### config.mk
export PLATFORM = sky130hd
export DESIGN_NAME = sal_rd_resp_merger
export DESIGN_NICKNAME = d
export VERILOG_FILES = /design/src/rtl/sal_rd_resp_merger_pkg.sv /design/src/rtl/sal_rd_resp_merger_r_out_reg.sv /design/src/rtl/sal_rd_resp_merger.sv
export SDC_FILE = /design/constraint.sdc
export NUM_CORES = 1
export LEC_CHECK = 0
export CAP_MARGIN = 40
export CORE_AREA = 4 4 144 146
export CTS_BUF_LIST = sky130_fd_sc_hd__clkbuf_4 sky130_fd_sc_hd__clkbuf_8 sky130_fd_sc_hd__clkbuf_16
export DETAILED_ROUTE_END_ITERATION = 10
export DIE_AREA = 0 0 148 150
export PLACE_DENSITY_LB_ADDON = 0.05
export SYNTH_ARGS = -nofsm -noshare
export SYNTH_HDL_FRONTEND = slang
export SYNTH_HIERARCHICAL = 1
export SYNTH_SLANG_ARGS = --single-unit
### constraint.sdc
create_clock -name clk -period 5.8 [get_ports clk]
set_input_delay 1.74 -clock clk [delete_from_list [all_inputs] [get_ports clk]]
set_output_delay 1.74 -clock clk [all_outputs]
set_load 0.02 [all_outputs]
### src/rtl/sal_rd_resp_merger_pkg.sv
// sal_rd_resp_merger_pkg: shared DDR/AXI widths and types for the read-response path.
package sal_rd_resp_merger_pkg;
    localparam int DRAM_BK_CNT    = 4;
    localparam int AXI_DATA_WIDTH = 64;
    localparam int AXI_ID_W       = 4;
    localparam int SEQ_W          = 4;
    localparam logic [1:0] RESP_OKAY = 2'b00;
    typedef logic [AXI_ID_W-1:0] axi_id_t;
    typedef logic [SEQ_W-1:0]    seq_num_t;
endpackage

### src/rtl/sal_rd_resp_merger_r_out_reg.sv
// sal_rd_resp_merger_r_out_reg: single-entry valid/ready register driving the AXI R channel.
module sal_rd_resp_merger_r_out_reg #(
    parameter int W = 8
) (
    input  logic         clk,
    input  logic         rst_n,
    input  logic         in_valid_i,
    output logic         in_ready_o,
    input  logic [W-1:0] in_data_i,
    output logic         out_valid_o,
    input  logic         out_ready_i,
    output logic [W-1:0] out_data_o
);
    logic         valid_q;
    logic [W-1:0] data_q;
    assign in_ready_o  = !valid_q || out_ready_i;
    assign out_valid_o = valid_q;
    assign out_data_o  = data_q;
    always_ff @(posedge clk) begin
        if (!rst_n)
            valid_q <= 1'b0;
        else if (in_ready_o)
            valid_q <= in_valid_i;
    end
    always_ff @(posedge clk) begin
        if (in_valid_i && in_ready_o)
            data_q <= in_data_i;
    end
endmodule

### src/rtl/sal_rd_resp_merger.sv
// sal_rd_resp_merger: merges per-bank read bursts onto AXI R in read sequence-number order.
module sal_rd_resp_merger
    import sal_rd_resp_merger_pkg::*;
#(
    parameter int BK_CNT = DRAM_BK_CNT,
    parameter int DATA_W = AXI_DATA_WIDTH
) (
    input  logic                       clk,
    input  logic                       rst_n,
    input  logic [BK_CNT-1:0]          bk_rvalid_i,
    output logic [BK_CNT-1:0]          bk_rready_o,
    input  logic [BK_CNT*AXI_ID_W-1:0] bk_rid_i,
    input  logic [BK_CNT*DATA_W-1:0]   bk_rdata_i,
    input  logic [BK_CNT-1:0]          bk_rlast_i,
    input  logic [BK_CNT*SEQ_W-1:0]    bk_seq_num_i,
    output logic                       r_valid_o,
    input  logic                       r_ready_i,
    output logic [AXI_ID_W-1:0]        r_id_o,
    output logic [DATA_W-1:0]          r_data_o,
    output logic [1:0]                 r_resp_o,
    output logic                       r_last_o
);
    localparam int BK_W = BK_CNT > 1 ? $clog2(BK_CNT) : 1;
    localparam int PW   = AXI_ID_W + DATA_W + 1;
    typedef enum logic {ST_IDLE, ST_BURST} state_t;
    state_t          state_q;
    seq_num_t        expected_seq_q;
    logic [BK_W-1:0] lock_bk_q;
    logic [BK_CNT-1:0] elig;
    logic [BK_W-1:0]   sel;
    logic              any, dup, out_ready, take, sel_last;
    always_comb begin
        elig = '0;
        sel  = '0;
        any  = 1'b0;
        for (int i = 0; i < BK_CNT; i++)
            elig[i] = bk_rvalid_i[i] && (state_q == ST_BURST ? lock_bk_q == BK_W'(i)
                                         : bk_seq_num_i[i*SEQ_W +: SEQ_W] == expected_seq_q);
        // Downward scan leaves the lowest eligible index selected.
        for (int i = BK_CNT - 1; i >= 0; i--) begin
            if (elig[i]) begin
                sel = BK_W'(i);
                any = 1'b1;
            end
        end
    end
    assign take        = any && out_ready && rst_n;
    assign bk_rready_o = take ? BK_CNT'(1) << sel : '0;
    assign sel_last    = bk_rlast_i[sel];
    assign r_resp_o    = RESP_OKAY;
    always_ff @(posedge clk) begin
        if (!rst_n) begin
            state_q        <= ST_IDLE;
            expected_seq_q <= '0;
            lock_bk_q      <= '0;
        end else if (take) begin
            if (sel_last) begin
                state_q        <= ST_IDLE;
                expected_seq_q <= expected_seq_q + 1'b1;
            end else begin
                state_q   <= ST_BURST;
                lock_bk_q <= sel;
            end
        end
    end
    sal_rd_resp_merger_r_out_reg #(.W(PW)) u_out (
        .clk        (clk),
        .rst_n      (rst_n),
        .in_valid_i (take),
        .in_ready_o (out_ready),
        .in_data_i  ({bk_rid_i[sel*AXI_ID_W +: AXI_ID_W], bk_rdata_i[sel*DATA_W +: DATA_W], sel_last}),
        .out_valid_o(r_valid_o),
        .out_ready_i(r_ready_i),
        .out_data_o ({r_id_o, r_data_o, r_last_o})
    );
    always_comb begin
        dup = 1'b0;
        for (int i = 0; i < BK_CNT; i++)
            for (int j = i + 1; j < BK_CNT; j++)
                if (bk_rvalid_i[i] && bk_rvalid_i[j] &&
                    bk_seq_num_i[i*SEQ_W +: SEQ_W] == bk_seq_num_i[j*SEQ_W +: SEQ_W])
                    dup = 1'b1;
    end
    a_unique_seq: assert property (@(posedge clk) disable iff (!rst_n) !dup)
        else $error("two banks present the same seq_num");
endmodule

==> results of run 1 <==
-- worst max path at each step --
stage | endpoint | slack, ps | from
after floorplan | bk_rready_o[3] | 950 | bk_seq_num_i[0]
after global placement | bk_rready_o[1] | 160 | bk_seq_num_i[3]
after detailed placement | bk_rready_o[3] | 130 | bk_seq_num_i[2]
after CTS | bk_rready_o[3] | 110 | bk_seq_num_i[2]
after global routing | bk_rready_o[1] | 100 | bk_seq_num_i[0]
final | bk_rready_o[1] | 160 | bk_seq_num_i[3]
-- cell usage after synthesis (3+ instances only) --
master	number
xor2_1	5
o21ai_0	3
a22oi_1	126
mux2i_1	3
nand2_1	76
o21a_1	4
nand3_1	5
dfxtp_1	8
xnor2_1	11
nand4_1	4
inv_1	6
buf_6	5
a22oi_2	10
edfxtp_1	69
buf_2	15
buf_4	4
clkbuf_1	10
-- per-stage QoR --
| stage | setup slack (ps) | area (um2) | hold slack (ps) |
|---|---|---|---|
| after global routing | 99.8 | 8720 | 544 |
| final | 165 | 8720 | 514 |
| after global placement | 156 | 8380 | 507 |
| after CTS | 111 | 8720 | 520 |
| after detailed placement | 134 | 8420 | 509 |
| after floorplan | 953 | 4440 | 479 |
-- final cells by class --
type,instances,area share
sequential,77,0.256
multi-input combinational,284,0.228
tap,265,0.0380
inverter,6,0.00258
clock inverter,4,0.00559
timing repair buffer,384,0.441
clock buffer,12,0.0291
-- where the power goes --
group	internal, mW	switching [mW]	leakage (nW)
combinational	0.270	0.162	2.27
sequential	0.641	0.00860	0.693
clock	0.354	0.218	0.153
total	1.26	0.389	3.12
-- flip-flops by register name (all words and copies together), names as in the netlist --
register / count
u_out/out_data_o: 69
expected_seq_q: 4
lock_bk_q: 2
state_q: 1
u_out/out_valid_o: 1
-- critical path: cells and delay by family --
| kind | cells | cell delay (ps) |
|---|---|---|
| AOI/OAI and AO/OA | 2 | 440 |
| and+or+nand+nor | 2 | 530 |
| xor gates and xnor gates | 1 | 150 |
| buffers and inverters | 2 | 1030 |
-- routing by layer --
layer	routed length [um]	share of wire	track usage	vias up
li1	-	-	-	2299
met1	7500	0.37	0.187	2224
met2	10300	0.51	0.310	242
met3	2030	0.10	0.0603	20
met4	340	0.017	0.0480	0
met5	0	0	0	-
-- cell families (layout without fill, tap and decap cells) --
family          Yosys count  count (layout)  share of synthesized area
buf+inv                  41             406                     0.0516
compound gates          158             158                      0.296
mux                       3               3                    0.00677
flops                    77              77                      0.503
other cells               1               2                   0.000845
fa+ha+maj                 1               1                    0.00282
xor+xnor                 16              16                     0.0316
simple gates            104             104                      0.107
==> results by group, run 1 <==
Synth
  – Cell taking the most area after synthesis: edfxtp_1
  – Cell variety after synth: 49
  – #FFs+latches synth: 77
  – EDFF count, synth: 69
  – Syn_area_per_cell: roughly 11 um2
  – Gate Count Post-Synth: ~400
  – Primary FF master, synth: edfxtp_1
  – Top cells by area, synth: edfxtp_1, a22oi_1, nand2_1
  – Register area share after synthesis: 0.503
  – Top-area cell type share of the netlist area: 0.467
  – Cell Area, Synth: about 4400 um2
  – Async SR Flop Fraction: 0
  – Synth warn: 6

Critical path
  – Kind of critical path: in -> out
  – Slowest-stage cell, CP: clkdlybuf4s50_1
  – FF-to-FF path depth: 9
  – Worst path cell trace: clkdlybuf4s50_1 > xor2_1 > nor4_2 > a31oi_4 > a41oi_2 > and2_1 > clkdlybuf4s50_1
  – RR Endpoint: u_out/out_data_o[47]
  – Worst EP required: 4060 ps
  – Worst setup SP type: primary input
  – Most used cell along the critical path: clkdlybuf4s50_1
  – CP max FO: 8
  – Critical Path AT: approximately 3900 ps
  – Reg-to-reg critical path startpoint: expected_seq_q[0]
  – Reg2Reg Setup Slack: 2880 ps
  – CP peak stage delay: slightly above 600 ps
  – Setup crit end kind: output pin

Routing
  – Routed via count: about 4800
  – Drt wl/cell: about 20 um
  – Drc violations: 0
  – Drt first pass iters: 4
  – Iter 0 DRT Violations: approximately 190
  – Post-Route WL: approximately 20000 um
  – Post-route ant nets: 0
  – DR vias/cell: between 4 and 5

Timing
  – Setup violators final: 0
  – Max Slew Vio Count: 0
  – Clock skew: a little under 6 ps
  – Unrepaired setup endpoints after global routing: false
  – F_max: 177 MHz
  – Period Utilization, post-route: 0.972
  – Crit path time final: approximately 5600 ps
  – Slew margin rel.: 0.421
  – Least-Margin Pin Slew: about 870 ps
  – Fin. Hold Viols: 0
  – Setup_tns: 0 ps

Worst hold path
  – Hold_sp: u_out/out_valid_o
  – Hold worst-path end: u_out/out_valid_o
  – Worst hold-check path type: reg -> reg
  – Hold Path Stages: 2

Power
  – Leakage: between 3 and 4 nW
  – Power Total: between 1.5 and 2 mW
  – Peak supply drop: approximately 0.13 mV
  – Cell Pwr Density: around 190 nW/um2

Finish
  – Multi-input logic area: ~2000 um2
  – Final Instance Count excl. Fillers: 1032
  – Commonest non-fill, non-tap cell in the layout: clkdlybuf4s50_1
  – Register area: around 2200 um2
  – FILL cells: 1846
  – N_diodes: 0
  – Layout area overhead: 96.6%
  – Post-layout util: 0.450
  – Most frequent cells in the layout: clkdlybuf4s50_1, a22oi_1, nand2_1
  – Final net count: approximately 1100
  – Layout cell share with drive strength beyond 1: 0.0717

Placed design
  – DP HPWL: approximately 16000 um
  – Gp weighted congestion: roughly 0.84
  – Placed insts: ~1000
  – Port buffer count: about 370

CTS
  – Clock sinks: between 70 and 80
  – H-tree depth: 3
  – CTS resizes: 0
  – Hold-fix buffers at CTS: 0
  – Clock-pin slew on the worst setup and hold paths: 60 ps
  – Setup bufs post-CTS: 0
  – Clk root buf: clkbuf_16
  – Clk Latency, worst-skew pair: 330 ps
  – CTS buffer count: 9
  – CTS tree: yes
  – Max Root-Sink Buffers: 2

Floorplanning
  – Starting Density: 0.229
  – Die width: about 150 um
  – Core ar.: just under 20000 um2
  – Full die area: between 20000 and 25000 um2
  – Die Height: 150 um
  – Top Ports: 375
  – FP Rows: between 50 and 60

Status
  – Run status: complete, no violations

Flow run
  – Max Cap Viol: 0

GRT
  – Overall routing resource usage: 0.170
  – Vias in the first global route: slightly below 5000
  – Initial antenna violation count: 0
  – Grt total ovfl: 0
  – Global-route wire length before repair: 28900 um
  – Largest net degree at the start of global routing: 69
No activity file was read; power rests on OpenSTA's default activity.
==> run 2, diff against run 1 <==
- HOLD_SLACK_MARGIN: unset -> 0.02
==> results of run 2 <==
No change in the layout: final DEF, timing and power equal those of run 1.
